## src/rtl/pipelined_processor_param.sv

```systemverilog
// Three-stage (decode / execute / writeback) core, parameterised register file and ALU; FORWARD_EN adds EX->decode forwarding.
// Latency: an OUT accepted in cycle t drives out_data/out_valid from cycle t+3.
// Backpressure: an OUT blocked in WB freezes every stage and holds in_ready low.
module pipelined_processor_param #(
  parameter int DATA_WIDTH = 8,
  parameter int NUM_REGS   = 8,
  localparam int REG_AW    = $clog2(NUM_REGS)
) (
  input  logic                  clock,
  input  logic                  reset,
  input  logic                  in_valid,
  output logic                  in_ready,
  input  logic [2:0]            in_opcode,
  input  logic [REG_AW-1:0]     in_rd,
  input  logic [REG_AW-1:0]     in_rs1,
  input  logic [REG_AW-1:0]     in_rs2,
  input  logic [DATA_WIDTH-1:0] in_imm,
  output logic                  out_valid,
  input  logic                  out_ready,
  output logic [DATA_WIDTH-1:0] out_data,
  output logic                  busy
);

  localparam logic [2:0] OP_NOP  = 3'b000;
  localparam logic [2:0] OP_MOVI = 3'b001;
  localparam logic [2:0] OP_ADD  = 3'b010;
  localparam logic [2:0] OP_SUB  = 3'b011;
  localparam logic [2:0] OP_AND  = 3'b100;
  localparam logic [2:0] OP_OR   = 3'b101;
  localparam logic [2:0] OP_XOR  = 3'b110;
  localparam logic [2:0] OP_OUT  = 3'b111;

  function automatic logic writes_rd(input logic [2:0] op);
    return (op != OP_NOP) && (op != OP_OUT);
  endfunction

  function automatic logic uses_rs1(input logic [2:0] op);
    return op >= OP_ADD;
  endfunction

  function automatic logic uses_rs2(input logic [2:0] op);
    return (op >= OP_ADD) && (op != OP_OUT);
  endfunction

  logic [DATA_WIDTH-1:0] rf [NUM_REGS];

  // ID->EX stage register
  logic                  ex_vld;
  logic [2:0]            ex_op;
  logic [REG_AW-1:0]     ex_rd;
  logic [DATA_WIDTH-1:0] ex_a;
  logic [DATA_WIDTH-1:0] ex_b;
  logic [DATA_WIDTH-1:0] ex_imm;

  // EX->WB stage register
  logic                  wb_vld;
  logic [2:0]            wb_op;
  logic [REG_AW-1:0]     wb_rd;
  logic [DATA_WIDTH-1:0] wb_res;

  logic [DATA_WIDTH-1:0] alu_res;
  logic [DATA_WIDTH-1:0] opa;
  logic [DATA_WIDTH-1:0] opb;
  logic                  ex_wr;
  logic                  wb_wr;
  logic                  freeze;
  logic                  hazard_stall;
  logic                  accept;

  assign ex_wr  = ex_vld && writes_rd(ex_op);
  assign wb_wr  = wb_vld && writes_rd(wb_op);
  // An OUT in WB may only retire once the previous value has been taken.
  assign freeze = wb_vld && (wb_op == OP_OUT) && out_valid && !out_ready;

  // EX-stage ALU; arithmetic wraps at DATA_WIDTH.
  always_comb begin
    alu_res = '0;
    case (ex_op)
      OP_MOVI: alu_res = ex_imm;
      OP_ADD:  alu_res = ex_a + ex_b;
      OP_SUB:  alu_res = ex_a - ex_b;
      OP_AND:  alu_res = ex_a & ex_b;
      OP_OR:   alu_res = ex_a | ex_b;
      OP_XOR:  alu_res = ex_a ^ ex_b;
      OP_OUT:  alu_res = ex_a;
      default: alu_res = '0;
    endcase
  end

  // Decode operand read: WB write-through, then EX forwarding (newer) when enabled.
  always_comb begin
    opa = rf[in_rs1];
    opb = rf[in_rs2];
    if (wb_wr && (wb_rd == in_rs1)) opa = wb_res;
    if (wb_wr && (wb_rd == in_rs2)) opb = wb_res;
`ifdef FORWARD_EN
    if (ex_wr && (ex_rd == in_rs1)) opa = alu_res;
    if (ex_wr && (ex_rd == in_rs2)) opb = alu_res;
`endif
  end

`ifdef FORWARD_EN
  assign hazard_stall = 1'b0;
`else
  assign hazard_stall = in_valid && ex_wr &&
                        ((uses_rs1(in_opcode) && (in_rs1 == ex_rd)) ||
                         (uses_rs2(in_opcode) && (in_rs2 == ex_rd)));
`endif

  assign in_ready = reset && !freeze && !hazard_stall;
  assign accept   = in_valid && in_ready;
  assign busy     = ex_vld || wb_vld;

  // Advance the pipeline; a stall or idle input becomes a bubble in EX.
  always_ff @(posedge clock or negedge reset) begin
    if (!reset) begin
      ex_vld <= 1'b0;
      ex_op  <= OP_NOP;
      ex_rd  <= '0;
      ex_a   <= '0;
      ex_b   <= '0;
      ex_imm <= '0;
      wb_vld <= 1'b0;
      wb_op  <= OP_NOP;
      wb_rd  <= '0;
      wb_res <= '0;
    end else if (!freeze) begin
      ex_vld <= accept;
      if (accept) begin
        ex_op  <= in_opcode;
        ex_rd  <= in_rd;
        ex_a   <= opa;
        ex_b   <= opb;
        ex_imm <= in_imm;
      end
      wb_vld <= ex_vld;
      wb_op  <= ex_op;
      wb_rd  <= ex_rd;
      wb_res <= alu_res;
    end
  end

  // Register file write at the end of WB.
  always_ff @(posedge clock or negedge reset) begin
    if (!reset) begin
      for (int i = 0; i < NUM_REGS; i++) rf[i] <= '0;
    end else if (wb_wr && !freeze) begin
      rf[wb_rd] <= wb_res;
    end
  end

  // Output register: a retiring OUT replaces the value, otherwise a handshake clears it.
  always_ff @(posedge clock or negedge reset) begin
    if (!reset) begin
      out_valid <= 1'b0;
      out_data  <= '0;
    end else if (wb_vld && (wb_op == OP_OUT) && !freeze) begin
      out_valid <= 1'b1;
      out_data  <= wb_res;
    end else if (out_valid && out_ready) begin
      out_valid <= 1'b0;
    end
  end

endmodule

```

## config.mk

```make
export PLATFORM = sky130hd
export DESIGN_NAME = pipelined_processor_param
export DESIGN_NICKNAME = d
export VERILOG_FILES = /design/src/rtl/pipelined_processor_param.sv
export SDC_FILE = /design/constraint.sdc
export NUM_CORES = 1
export LEC_CHECK = 0
export ABC_AREA = 0
export BUFFER_PORTS_ARGS = -buffer_cell sky130_fd_sc_hd__buf_2
export CAP_MARGIN = 30
export CORE_ASPECT_RATIO = 1.4
export CORE_MARGIN = 10
export CORE_UTILIZATION = 45
export CTS_CLUSTER_DIAMETER = 200
export CTS_CLUSTER_SIZE = 20
export DETAILED_ROUTE_END_ITERATION = 8
export PLACE_DENSITY = 0.59
export SLEW_MARGIN = 20
export SYNTH_ARGS = -nofsm -noshare
export SYNTH_HDL_FRONTEND = slang
export SYNTH_SLANG_ARGS = --single-unit
```

## constraint.sdc

```tcl
create_clock -name clock -period 7.7 [get_ports clock]
set_input_delay 0.77 -clock clock [delete_from_list [all_inputs] [get_ports clock]]
set_output_delay 0.77 -clock clock [all_outputs]
set_load 0.1 [all_outputs]
```

== Word-level counts from Yosys, hierarchy flattened ==
Index checks and enable logic that the tools add are counted.
Storage, ports and cells
  register bits: 119
  input port bits: 24
  output and inout port bits: 11
  word-level logic and storage cells: 93
Operators by class
  add/sub/neg operators: 2
  $lt $le $gt $ge: 5
  eq/ne operators: 15
  muxes and demuxes: 14
  bitwise gates (word level): 7
  reductions and logical operators: 30
Operator list (count)
  bitwise mux 64 bit: 1
  2-to-1 mux 8 bit: 7
  one-hot mux 8 bit (7 select lines): 1
  binary-select mux 8 bit (select 3 bit): 2
  demux 8 bit (select 3 bit): 1
  logical AND 1 bit: 21
  == test 3 bit, second input constant: 5
  == test 3 bit: 4
  >= comparator 4 bit, second input constant: 3
  inverter 3 -> 4 bit: 3
  inequality test 3 bit, second input constant: 3
  adder 8 bit: 1
  AND 8 bit: 1
  bitwise OR 8 bit: 1
  subtractor 8 bit: 1
  XOR 8 bit: 1
  == test 3 x 2 -> 1 bit, second input constant: 2
  nonzero test 3 bit: 2
  less-than comparator 4 x 1 -> 1 bit, second input constant: 1
  == test 3 x 1 -> 1 bit, second input constant: 1
  >= comparator 3 x 2 -> 1 bit, second input constant: 1
  logical NOT 1 bit: 3
  logical OR 1 bit: 2
  2-to-1 mux 1 bit: 2
  other kinds (3): 3

== Logic depth before layout (Yosys ltp) ==
  word-level depth: 9
  depth in mapped cells: 13
  depth with buffers taken out: 12

== Worst setup path after synthesis ==
OpenSTA, ideal clock, no wires.
  path kind: input-to-output
  from: input port in_rs1[2]
  to: output port in_ready
  arrival time: 2974 ps
  required time: 6930 ps
  slack: 3956 ps
  stages on the path: 6
  buffers on the path: 1
  cell sequence: buf_2 xor2_1 nor3_1 a31oi_1 a2111oi_4 a21oi_1
On the way
  cells in the longest elaborated chain, start to end: 6
RTL lines
  start, declared: line 15  | input logic [REG_AW-1:0] in_rs1,
  == test 3 bit: line 106  | ((uses_rs1(in_opcode) && (in_rs1 == ex_rd)) ||
  logical AND 1 bit: line 106
  logical OR 1 bit: line 106
  logical AND 1 bit: line 105  | assign hazard_stall = in_valid && ex_wr &&
  logical NOT 1 bit: line 110  | assign in_ready = reset && !freeze && !hazard_stall;
  logical AND 1 bit: line 110
  end, declared: line 12  | output logic in_ready,
Every way passes these cells.

== Worst setup path after layout ==
  from: input port in_rs2[1]
  to: output port in_ready
On the way
  cells in the longest elaborated chain, start to end: 6
RTL lines
  start, declared: line 16  | input logic [REG_AW-1:0] in_rs2,
  == test 3 bit: line 107  | (uses_rs2(in_opcode) && (in_rs2 == ex_rd)));
  logical AND 1 bit: line 107
  logical OR 1 bit: line 106
  logical AND 1 bit: line 105
  logical NOT 1 bit: line 110
  logical AND 1 bit: line 110
Every way passes these cells.

==> impl_results.md <==
* Startpoint Class: input pin
* Largest cells by area after synthesis: dfrtp_1 (43%), mux4_2 (12%), mux2_2 (12%), mux2i_1 (5.2%), ha_1 (4.3%)
* Final WS setup at 4300 ps
* Register area at 2980 µm²
* Initial antenna violation count at 0
* Peak Freq at 294 MHz
* Post-route ant nets at 0
* Final Max Slew Viols at 0
* Unrepaired setup endpoints after global routing: false
* Stages on worst setup path at 7
* CTS Buffer Depth at 2
* Logic pwr share at 41.6%
* Reg power frac at 34.5%
* P_int at 1970 µW
* Syn Area/Cell at 12.6 µm²
* Clock Power Share at 23.9%
* Synthesized flop and latch total at 119
* Area grow syn2layout at 12.5%
* Maxcap violations at 0
* Worst setup path category: in -> out
* CTS tree: yes
* Distinct cells, synth at 48
* Final wirelength at 16.1 mm
* Highest-delay cell along the critical path: buf_2
* Diode count at 0
* Post-synth top area share at 43.0%
* Nets at 622
* Largest net degree at the start of global routing at 71
* DRT Pass-1 Iters at 6
* Setup TNS at 0 ps
* Number of remaining DRC errors at 0
* Initial Util at 46.0%
* Power, Total at 3170 µW
* Total CTS buffers at 17
* Worst min-delay path class: in -> async
* CTS-repair resized insts at 0
* Fin crit share at 44.1%
* Top delay family on crit path: compound AO/OA/AOI/OAI gates
* Endpoints failing setup at 0
* Post-Layout Inst Area at 7790 µm²
* Leakage at 0.00360 µW
* R2r worst-path depth at 12
* Clock sink count at 119
* Cells after synthesis at 548
* IO buf count at 34
* Clock latency on the worst-skew pair at 420 ps
* Yosys warning total at 0
* Crit path capture type: output pin
* Clk slew on worst S/H paths at 60 ps
* # hold bufs at CTS at 0
* Number of enable flip-flop cells after synthesis at 0
* CTS H-tree lvls at 4
* Chip Width at 125 µm
* WP data arrival at 2630 ps
* Crit path required time at 6930 ps
* Final Hold Viols at 0
* Switching power at 1200 µW
* DR iter-0 viols at 359
* Core area at 15100 µm²
* Clk root buf: clkbuf_16
* Final Wtd Congestion at 0.820
* DR WL/cell at 20.8 µm
* Post-DP HPWL at 11.3 mm
* Fill cells at 1313
* Layout cell share with drive strength beyond 1 at 35.7%
* Buffers & Inverters on Critical Path at 2
* WHS at 395 ps
* Cell Pwr Density at 407 nW/µm²
* Setup bufs post-CTS at 0
* Cell taking the most area after synthesis: dfrtp_1
* Maximum vdd ir drop at 0.240 mV
* Tmin final at 3400 ps
* Die height at 167 µm
* Vias in the first global route at 4734
* First-pass GRT wire length at 26.0 mm
* Vias per std cell at 5.69
* Cell row count at 53
* Slew @ Worst Pin at 994 ps
* Total GRT Usage at 15.9%
* Post-synthesis net count at 597
* Asr flop ratio synth at 100%
* Run status: completed
* Post-synthesis sequential area ratio at 43.0%
* Area post-placement at 7190 µm²
* Pre-CTS setup slack at 4230 ps
* Worst-path maximum fanout at 18
* # IOs at 35
* Sw frac at 37.9%
* Worst path max stage delay at 520 ps
* Cell breakdown of the critical path: buf_2, xor2_1, a31oi_1, a31oi_1, a2111oi_4, a21oi_1, buf_2
* Worst rel slew slack at 33.3%
* Die area at 20800 µm²
* Gr ovfl total at 0
* Mapped Area at 6920 µm²
* Main flop type after synthesis: dfrtp_1
* Worst Skew at 5.81 ps
* Area of the multi-input gates at 3650 µm²
* Via count at 4424
-- per-stage QoR --
| step | cells | util, % |
|---|---|---|
| 4_1_cts | 775 | 51.5 |
| 3_3_place_gp | 743 | 47.7 |
| 5_1_grt | 777 | 51.7 |
| 2_1_floorplan | 548 | - |
| 3_5_place_dp | 744 | 47.8 |
| 6_report | 777 | 51.7 |
-- path summary, 6_finish.rpt --
path	start	endpoint	slack, ps
worst max-delay path	in_rs2[1]	in_ready	4300
worst min-delay path	reset	ex_b[5]	400
worst max register to register	ex_op[2]	wb_res[6]	4400
worst min register to register	out_data[2]	out_data[2]	500
max in group asynchronous	reset	rf[22]	6250
min in group clock	out_data[2]	out_data[2]	500
-- cells in the final DEF (no fill, tap or decap), types with 3 or more instances in the layout --
cell / n
nor2b_1: 5
nor3_1: 8
mux4_2: 38
a31oi_1: 8
mux2i_1: 36
inv_1: 26
or3_1: 3
xor2_1: 11
mux2_2: 74
a21oi_1: 25
buf_2: 33
nand3_1: 4
nor2_1: 30
clkinv_2: 5
xnor2_1: 9
o21ai_0: 15
clkinvlp_4: 4
mux2_4: 13
buf_4: 8
ha_1: 24
clkbuf_16: 17
dfrtp_1: 119
nand2b_1: 5
nand2_1: 28
-- metal layers --
layer	vias to the layer above	routed length, µm	global-route usage, %
li1	2038	-	-
met4	0	420	7.33
met2	89	8570	27.8
met3	28	583	3.68
met5	-	0	0
met1	2269	6570	17.8
-- logic make-up (layout without fill, tap and decap cells) --
| family | after synthesis | in the layout | share of synthesized area (%) |
|---|---|---|---|
| AO/OA/AOI/OAI | 63 | 63 | 5.70 |
| XOR/XNOR | 20 | 20 | 2.53 |
| adder cells (fa/ha/maj) | 25 | 25 | 4.63 |
| buffers and inverters | 63 | 100 | 4.19 |
| flip-flops | 119 | 119 | 43.0 |
| multiplexers | 161 | 161 | 32.4 |
| AND/OR/NAND/NOR | 97 | 97 | 7.49 |
-- cell usage after synthesis (2+ instances only) --
master,instances
clkbuf_1,21
a211oi_1,2
dfrtp_1,119
a22o_1,2
o21ai_0,15
nand2_1,28
or3_1,3
xor2_1,11
mux2_4,13
buf_6,5
or2_2,2
inv_1,26
ha_1,24
nand3b_1,2
a31oi_1,8
mux4_2,38
nor4b_2,2
nand3_1,4
nor2b_1,5
buf_4,2
a21oi_1,25
xnor2_1,9
nor4_4,2
mux2_2,74
nor3_1,8
o21a_1,2
mux2i_1,36
nor2_1,30
a221oi_1,2
nand2b_1,5
buf_2,6
-- worst reg2reg max path, cell delays in order, from the launching register on --
cell,delay (ps)
dfrtp_1,610
inv_1,360
nand2_1,200
nor2_1,320
nor2_1,100
xnor2_1,140
ha_1,320
nor2b_1,160
o21a_1,190
o21ai_0,300
mux2i_1,240
a21oi_1,80
o22a_1,180
-- flip-flops by register name (all words and copies together) (netlist names) --
name,flops
ex_a,8
ex_b,8
ex_imm,8
ex_op,3
ex_rd,3
ex_vld,1
out_data,8
out_valid,1
rf,64
wb_op,3
wb_rd,3
wb_res,8
wb_vld,1
-- cell type report --
| cell class | count | area share, % |
|---|---|---|
| clock inverter | 13 | 1.70 |
| inverter | 27 | 1.30 |
| multi-input combinational | 366 | 46.9 |
| sequential | 119 | 38.2 |
| clock buffer | 18 | 5.51 |
| tap | 192 | 3.09 |
| timing repair buffer | 42 | 3.25 |
-- power by group through the flow --
stage / clock network, µW / logic (µW) / registers [µW]
final: 757 / 1320 / 1090
after global routing: 804 / 1450 / 1130
after CTS: 774 / 1320 / 1090
after detailed placement: 0 / 1310 / 1100
after global placement: 0 / 1260 / 1080
after floorplan: 0 / 1000 / 1100
No activity file was read; power rests on OpenSTA's default activity.
